## src/rtl/shift_right_serial.sv

```systemverilog
`default_nettype none
// ============================================================================
// Module   : shift_right_serial
// Purpose  : Multi-cycle RV32 right shifter (SRL/SRLI, SRA/SRAI). The operand
//            moves right by one bit position per clock. The ALU control unit
//            stalls on busy and writes the result back while done is high.
// Ports    : clk    - single clock; all state changes on its rising edge
//            rst    - synchronous, active-high reset
//            start  - request a shift; sampled only in IDLE or DONE
//            arith  - 1 = arithmetic (SRA), 0 = logical (SRL); taken with start
//            d      - operand, taken with start
//            shamt  - shift amount (0..2**SHAMT_W-1), taken with start
//            q      - working/result register; final value valid when done = 1
//            busy   - high while shifting
//            done   - one-cycle pulse when q holds the final result
// Revision : 1.0 - initial release
// ============================================================================
module shift_right_serial #(
    parameter int WIDTH   = 32,
    parameter int SHAMT_W = 5
) (
    input  logic               clk,
    input  logic               rst,
    input  logic               start,
    input  logic               arith,
    input  logic [WIDTH-1:0]   d,
    input  logic [SHAMT_W-1:0] shamt,
    output logic [WIDTH-1:0]   q,
    output logic               busy,
    output logic               done
);

    // State encoding
    localparam logic [1:0] c_st_idle  = 2'd0;
    localparam logic [1:0] c_st_shift = 2'd1;
    localparam logic [1:0] c_st_done  = 2'd2;

    localparam logic [SHAMT_W-1:0] c_count_zero = '0;
    localparam logic [SHAMT_W-1:0] c_count_one  = {{(SHAMT_W-1){1'b0}}, 1'b1};

    // Registered state
    logic [1:0]         r_state;
    logic [WIDTH-1:0]   r_q;
    logic [SHAMT_W-1:0] r_count;
    logic               r_mode;

    // Next-state values
    logic [1:0]         w_state_nxt;
    logic [WIDTH-1:0]   w_q_nxt;
    logic [SHAMT_W-1:0] w_count_nxt;
    logic               w_mode_nxt;
    logic               w_accept;
    logic               w_fill;

    // A new request is only taken when no shift is in flight; accepting it in
    // DONE gives back-to-back operation with no idle cycle in between.
    assign w_accept = start && ((r_state == c_st_idle) || (r_state == c_st_done));

    // The shifted-in bit. For SRA, bit WIDTH-1 of the working register never
    // changes during the shift, so it always equals the captured operand's MSB.
    assign w_fill = r_mode & r_q[WIDTH-1];

    always_comb begin
        w_state_nxt = r_state;
        w_q_nxt     = r_q;
        w_count_nxt = r_count;
        w_mode_nxt  = r_mode;

        case (r_state)
            c_st_idle, c_st_done: begin
                if (w_accept) begin
                    w_q_nxt     = d;
                    w_count_nxt = shamt;
                    w_mode_nxt  = arith;
                    // A zero shift needs no SHIFT cycle: the operand is already the result.
                    w_state_nxt = (shamt != c_count_zero) ? c_st_shift : c_st_done;
                end else begin
                    w_state_nxt = c_st_idle;
                end
            end

            c_st_shift: begin
                w_q_nxt     = {w_fill, r_q[WIDTH-1:1]};
                w_count_nxt = r_count - c_count_one;
                // The last remaining position is being shifted in this cycle.
                if (r_count == c_count_one) begin
                    w_state_nxt = c_st_done;
                end
            end

            default: begin
                w_state_nxt = c_st_idle;
            end
        endcase
    end

    always_ff @(posedge clk) begin
        if (rst) begin
            r_state <= c_st_idle;
            r_q     <= '0;
            r_count <= '0;
            r_mode  <= 1'b0;
        end else begin
            r_state <= w_state_nxt;
            r_q     <= w_q_nxt;
            r_count <= w_count_nxt;
            r_mode  <= w_mode_nxt;
        end
    end

    // Outputs are decoded directly from flops, so they carry no combinational
    // path from the inputs.
    assign q    = r_q;
    assign busy = (r_state == c_st_shift);
    assign done = (r_state == c_st_done);

endmodule
`default_nettype wire
```

## config.mk

```make
export PLATFORM = sky130hd
export DESIGN_NAME = shift_right_serial
export DESIGN_NICKNAME = d
export VERILOG_FILES = /design/src/rtl/shift_right_serial.sv
export SDC_FILE = /design/constraint.sdc
export NUM_CORES = 1
export LEC_CHECK = 0
export ABC_AREA = 0
export BUFFER_PORTS_ARGS = -buffer_cell sky130_fd_sc_hd__buf_2
export CAP_MARGIN = 20
export CORE_MARGIN = 1
export CORE_UTILIZATION = 47
export DETAILED_ROUTE_END_ITERATION = 8
export PLACE_DENSITY = 0.88
export SKIP_CTS_REPAIR_TIMING = 1
export SYNTH_ARGS = -nofsm -noshare
export SYNTH_HDL_FRONTEND = slang
export SYNTH_SLANG_ARGS = --single-unit
```

## constraint.sdc

```tcl
create_clock -name clk -period 1.75 [get_ports clk]
set_input_delay 0.35 -clock clk [delete_from_list [all_inputs] [get_ports clk]]
set_output_delay 0.35 -clock clk [all_outputs]
set_load 0.1 [all_outputs]
```

## Word level (Yosys, flattened, before mapping)

Index checks and enable logic that the tools add are counted.
Widths: inputs -> output; s select.

| storage, ports and cells | value |
|---|---|
| register bits after elaboration | 40 |
| bits of input ports | 41 |
| logic and storage cells | 27 |

| operators by class | value |
|---|---|
| add/subtract/negate cells | 1 |
| eq/ne operators | 5 |
| multiplexer cells | 8 |
| bitwise gates (word level) | 1 |
| reductions and logical operators | 8 |

Operators by type and width:

| cell | count |
|---|---|
| $pmux 32 s2 | 1 |
| $mux 32 | 1 |
| $pmux 5 s2 | 1 |
| $mux 2 | 3 |
| $eq 5x1->1 const B | 1 |
| $mux 5 | 1 |
| $reduce_bool 5->1 | 1 |
| $sub 5x1->5 const B | 1 |
| $pmux 2 s2 | 1 |
| $reduce_and 2->1 | 2 |
| $eq 2x1->1 const B | 1 |
| $eq 2x2->1 const B | 1 |
| $logic_not 2->1 | 1 |
| $ne 2x1->1 const B | 1 |
| $ne 2x2->1 const B | 1 |
| $reduce_bool 2->1 | 1 |
| $reduce_or 2->1 | 1 |
| $and 1x1->1 | 1 |
| $logic_and 1x1->1 | 1 |
| $logic_or 1x1->1 | 1 |

## Depth between registers and ports, before layout

| depth | value |
|---|---|
| depth in word-level cells | 5 |
| gate-level depth with buffers | 5 |

## Worst setup path before layout

OpenSTA, ideal clock, no wires.

| path | value |
|---|---|
| kind | flip-flop to output port |
| from | register r_state[0] |
| to | output port done |
| data arrival time | 1.652 ns |
| setup slack | -0.252 ns |
| cell stages (with the launch flop) | 2 |
| cells stage by stage | dfxtp_1 nor2b_1 |

| on the way | value |
|---|---|
| longest elaborated chain between the ends | 1 |

Ends and longest elaborated chain:

| what | RTL line | source |
|---|---|---|
| start, declared | 42 | `logic [1:0] r_state;` |
| start signal, assigned | 99 | `r_state <= c_st_idle;` |
| start signal, assigned | 104 | `r_state <= w_state_nxt;` |
| $eq 2x2->1 | 115 | `assign done = (r_state == c_st_done);` |
| end, declared | 30 | `output logic done` |

No other way between the ends.

## Final worst setup path

| path | value |
|---|---|
| from | register r_state[0] |
| to | output port busy |

| on the way | value |
|---|---|
| longest elaborated chain between the ends | 1 |

Ends and longest elaborated chain:

| what | RTL line | source |
|---|---|---|
| $eq 2x1->1 | 114 | `assign busy = (r_state == c_st_shift);` |
| end, declared | 29 | `output logic busy,` |

No other way between the ends.

==> tab_implementation.tex <==
\begin{tabular}{lr}
\hline
Metric & Value \\
\hline
\multicolumn{2}{l}{\textbf{Run status}} \\
Status & completed \\
\multicolumn{2}{l}{\textbf{Final layout}} \\
Area growth from synthesis to layout & 27.8\% \\
Final standard cell utilization of the core & 62.9\% \\
Fraction of layout instances using a drive strength above 1 & 31.3\% \\
Antenna diodes & 0 \\
Number of nets at the end of the flow & 339 \\
Fillcell total & 348 \\
Area taken by multi-input logic gates & 892 µm² \\
Area of all sequential standard cells & 801 µm² \\
\multicolumn{2}{l}{\textbf{Route}} \\
Overall routed net length & 4340 µm \\
DRT Pass-1 Iters & 4 \\
Number of antenna-violating nets in the routed design & 0 \\
Average wire per cell in the routed design & 12.6 µm \\
Total vias in the final route & 1869 \\
Post-DR vias/cell & 5.42 \\
Initial drt markers & 114 \\
DRC viols & 0 \\
\multicolumn{2}{l}{\textbf{Global routing}} \\
First-pass GRT wire length & 7110 µm \\
Largest net degree at the start of global routing & 32 \\
Gr ovfl total & 0 \\
Total routing usage reported by global routing & 22.1\% \\
Vias in the first global route & 1686 \\
Number of antenna violations at the first check in global routing & 0 \\
\multicolumn{2}{l}{\textbf{Logic synthesis}} \\
Count of distinct cell types in the synthesized netlist & 29 \\
Fraction of post-synthesis cell area in the top cell type by area & 44.1\% \\
Cell area after synthesis & 0.00181 mm² \\
Net count after synthesis & 271 \\
Number of enable-type register cells in the synthesized netlist & 0 \\
Syn Area/Cell & 7.96 µm² \\
Share of synthesized area occupied by flip-flops and latches & 44.1\% \\
Largest area contributor in the synthesized netlist & sky130\_fd\_sc\_hd\_\_dfxtp\_1 \\
Number of cells produced by synthesis & 228 \\
Most used flip-flop cell after synthesis & sky130\_fd\_sc\_hd\_\_dfxtp\_1 \\
Synth Warn \# & 0 \\
Proportion of register bits with asynchronous set or reset after synthesis & 0\% \\
Largest cells by area after synthesis & sky130\_fd\_sc\_hd\_\_dfxtp\_1 44\%, sky130\_fd\_sc\_hd\_\_a311oi\_1 14\%, sky130\_fd\_sc\_hd\_\_nand2\_1 13\% \\
Number of flip-flops and latches in the synthesized netlist & 40 \\
\multicolumn{2}{l}{\textbf{Floorplanning}} \\
Row count & 22 \\
Die width & 64.1 µm \\
Area of the core region & 0.00369 mm² \\
Die area & 0.00411 mm² \\
Effective utilization at floorplan & 49.2\% \\
Overall die height & 64.1 µm \\
Top-Level Pins & 75 \\
\multicolumn{2}{l}{\textbf{Clocking}} \\
Clock insertion delay at the later pin of the skew report & 280 ps \\
Count of H-tree levels built during CTS & 2 \\
Clock tree from TritonCTS & done \\
Clock slew at reported path FFs & 70 ps \\
Buffers from clock root to sink, at most & 2 \\
Clock Root Buffer & sky130\_fd\_sc\_hd\_\_clkbuf\_8 \\
Clock Sink Count & 40 \\
Number of buffers created by CTS & 5 \\
\multicolumn{2}{l}{\textbf{STA}} \\
Final worst path period need & 1620 ps \\
Final worst clock skew & 4.58 ps \\
Setup-violating endpoint count in the final report & 0 \\
Final critical-path share of the clock period & 92.8\% \\
Maximum clock frequency & 616 MHz \\
Final hold violation count & 0 \\
RSZ-0062 raised after global routing & no \\
Relative slew margins & 67.2\% \\
Final slew viol count & 0 \\
Total negative slack & 0 ps \\
Worst Max-Slew Pin Slew & 496 ps \\
\multicolumn{2}{l}{\textbf{Setup path}} \\
Dominant delay contributor by cell family on the critical path & flip-flops \\
Biggest cell delay along the critical path & 410 ps \\
Worst path arrival time & 1270 ps \\
Startpoint of the worst-slack reg-to-reg timing path & r\_count[0]\$\_SDFFE\_PP0P\_ \\
Source of the critical timing path & r\_state[0]\$\_SDFFE\_PP0P\_ \\
Critical Path Source Type & flip-flop \\
Worst path depth & 3 \\
Peak fanout along the critical path & 13 \\
Slowest stage cell, crit path & sky130\_fd\_sc\_hd\_\_dfxtp\_1 \\
Worst-case reg-to-reg path depth & 5 \\
Worst Path Class, Setup & flip-flop to output pin \\
Critical path, cell by cell & nand2b\_2 > inv\_4 > buf\_12 \\
CP Capture Type & output pin \\
Required time at the worst-slack endpoint & 1400 ps \\
Buf/Inv on CP & 2 \\
\multicolumn{2}{l}{\textbf{Placed design}} \\
Global placer's final weighted congestion & 0.770 \\
Count of input and output buffers & 74 \\
Half-perimeter wire length after detailed placement & 3030 µm \\
\multicolumn{2}{l}{\textbf{Pwr}} \\
Largest voltage drop on the vdd net & 0.000720 V \\
P\_leak & 1.07 nW \\
Overall power & 2.87 mW \\
Power density relative to cell area & 1240 mW/mm² \\
\multicolumn{2}{l}{\textbf{Worst hold path}} \\
WHS Path Cells & 3 \\
Hold WC Path Type & input port to flip-flop \\
Startpoint of the worst hold path & arith \\
\multicolumn{2}{l}{\textbf{Job}} \\
Max-capacitance violation count & 0 \\
\hline
\end{tabular}
==> state kept, by name, summed over array words and instances, names as in the netlist <==
register / cells
r_state: 2
q: 32
r_count: 5
r_mode: 1
==> tightest hold or removal path, cell delays in order <==
cell                      delay, ps
sky130_fd_sc_hd__buf_2           90
sky130_fd_sc_hd__nand2_1         50
sky130_fd_sc_hd__a21oi_1         50
==> cell type report <==
type                       instances  share of cell area (%)
multi-input combinational        162                    38.5
sequential                        40                    34.5
timing repair buffer              81                    19.4
clock buffer                       8                    3.89
tap                               48                    2.59
inverter                           6                    1.08
==> cells by family (layout without fill, tap and decap cells) <==
kind of cell	count (synthesis)	count (layout)	synth area share [%]
simple gates	110	110	24.9
compound gates	49	49	21.9
buf+inv	26	95	7.10
fa+ha+maj	2	2	1.38
mux	1	1	0.552
flops	40	40	44.1
==> power breakdown <==
| group | switching, mW | internal (mW) |
|---|---|---|
| logic | 0.914 | 0.238 |
| clock network | 0.294 | 0.321 |
| registers | 0.0822 | 1.02 |
| total | 1.29 | 1.58 |
==> stage by stage <==
stage	setup WS, ps	hold slack (ps)	cells	cell area [µm²]
2_1_floorplan	274	437	228	1820
3_3_place_gp	349	447	337	2230
3_5_place_dp	311	450	337	2230
4_1_cts	72.2	287	345	2320
5_1_grt	31.7	294	345	2320
6_report	125	297	345	2320
==> per-layer routing <==
layer / GRT usage (%) / part of all wire [%] / wire length (µm) / vias up
met5: 0 / 0 / 0 / -
met4: 7.22 / 0.67 / 29 / 0
li1: - / - / - / 942
met1: 25.1 / 46 / 2010 / 868
met3: 5.71 / 5.1 / 223 / 4
met2: 39.8 / 48 / 2080 / 55
==> synthesized netlist by cell type, types with 2 or more instances <==
cell type and count:
sky130_fd_sc_hd__nand2_1 64, sky130_fd_sc_hd__dfxtp_1 40, sky130_fd_sc_hd__nor2_1 31, sky130_fd_sc_hd__a311oi_1 30
sky130_fd_sc_hd__buf_2 10, sky130_fd_sc_hd__a21oi_1 5, sky130_fd_sc_hd__clkbuf_1 5, sky130_fd_sc_hd__inv_1 5
sky130_fd_sc_hd__nand3_1 5, sky130_fd_sc_hd__a32oi_1 4, sky130_fd_sc_hd__a31oi_1 3, sky130_fd_sc_hd__or3_1 3
sky130_fd_sc_hd__buf_1 2, sky130_fd_sc_hd__buf_6 2, sky130_fd_sc_hd__ha_1 2, sky130_fd_sc_hd__nand2b_1 2
sky130_fd_sc_hd__nor2b_1 2, sky130_fd_sc_hd__o21ai_1 2
==> path summary, 6_finish.rpt <==
path	endpoint	slack, ps
max	busy	130
min	r_mode$_SDFFE_PP0P_	300
max reg2reg	r_count[4]$_SDFFE_PP0P_	270
min reg2reg	r_mode$_SDFFE_PP0P_	460
==> cell usage in the layout, fill, tap and decap left out, drive strengths merged, types with 2 or more instances in the layout <==
cell and instances:
buf 81, nor2b 2, a32oi 4, inv 6, o21ai 2, clkbuf 8, nor2 31, or3 3
a21oi 5, a31oi 3, a311oi 30, dfxtp 40, nand3 5, ha 2, nand2b 2, nand2 64
(Power assumes the default switching activity.)
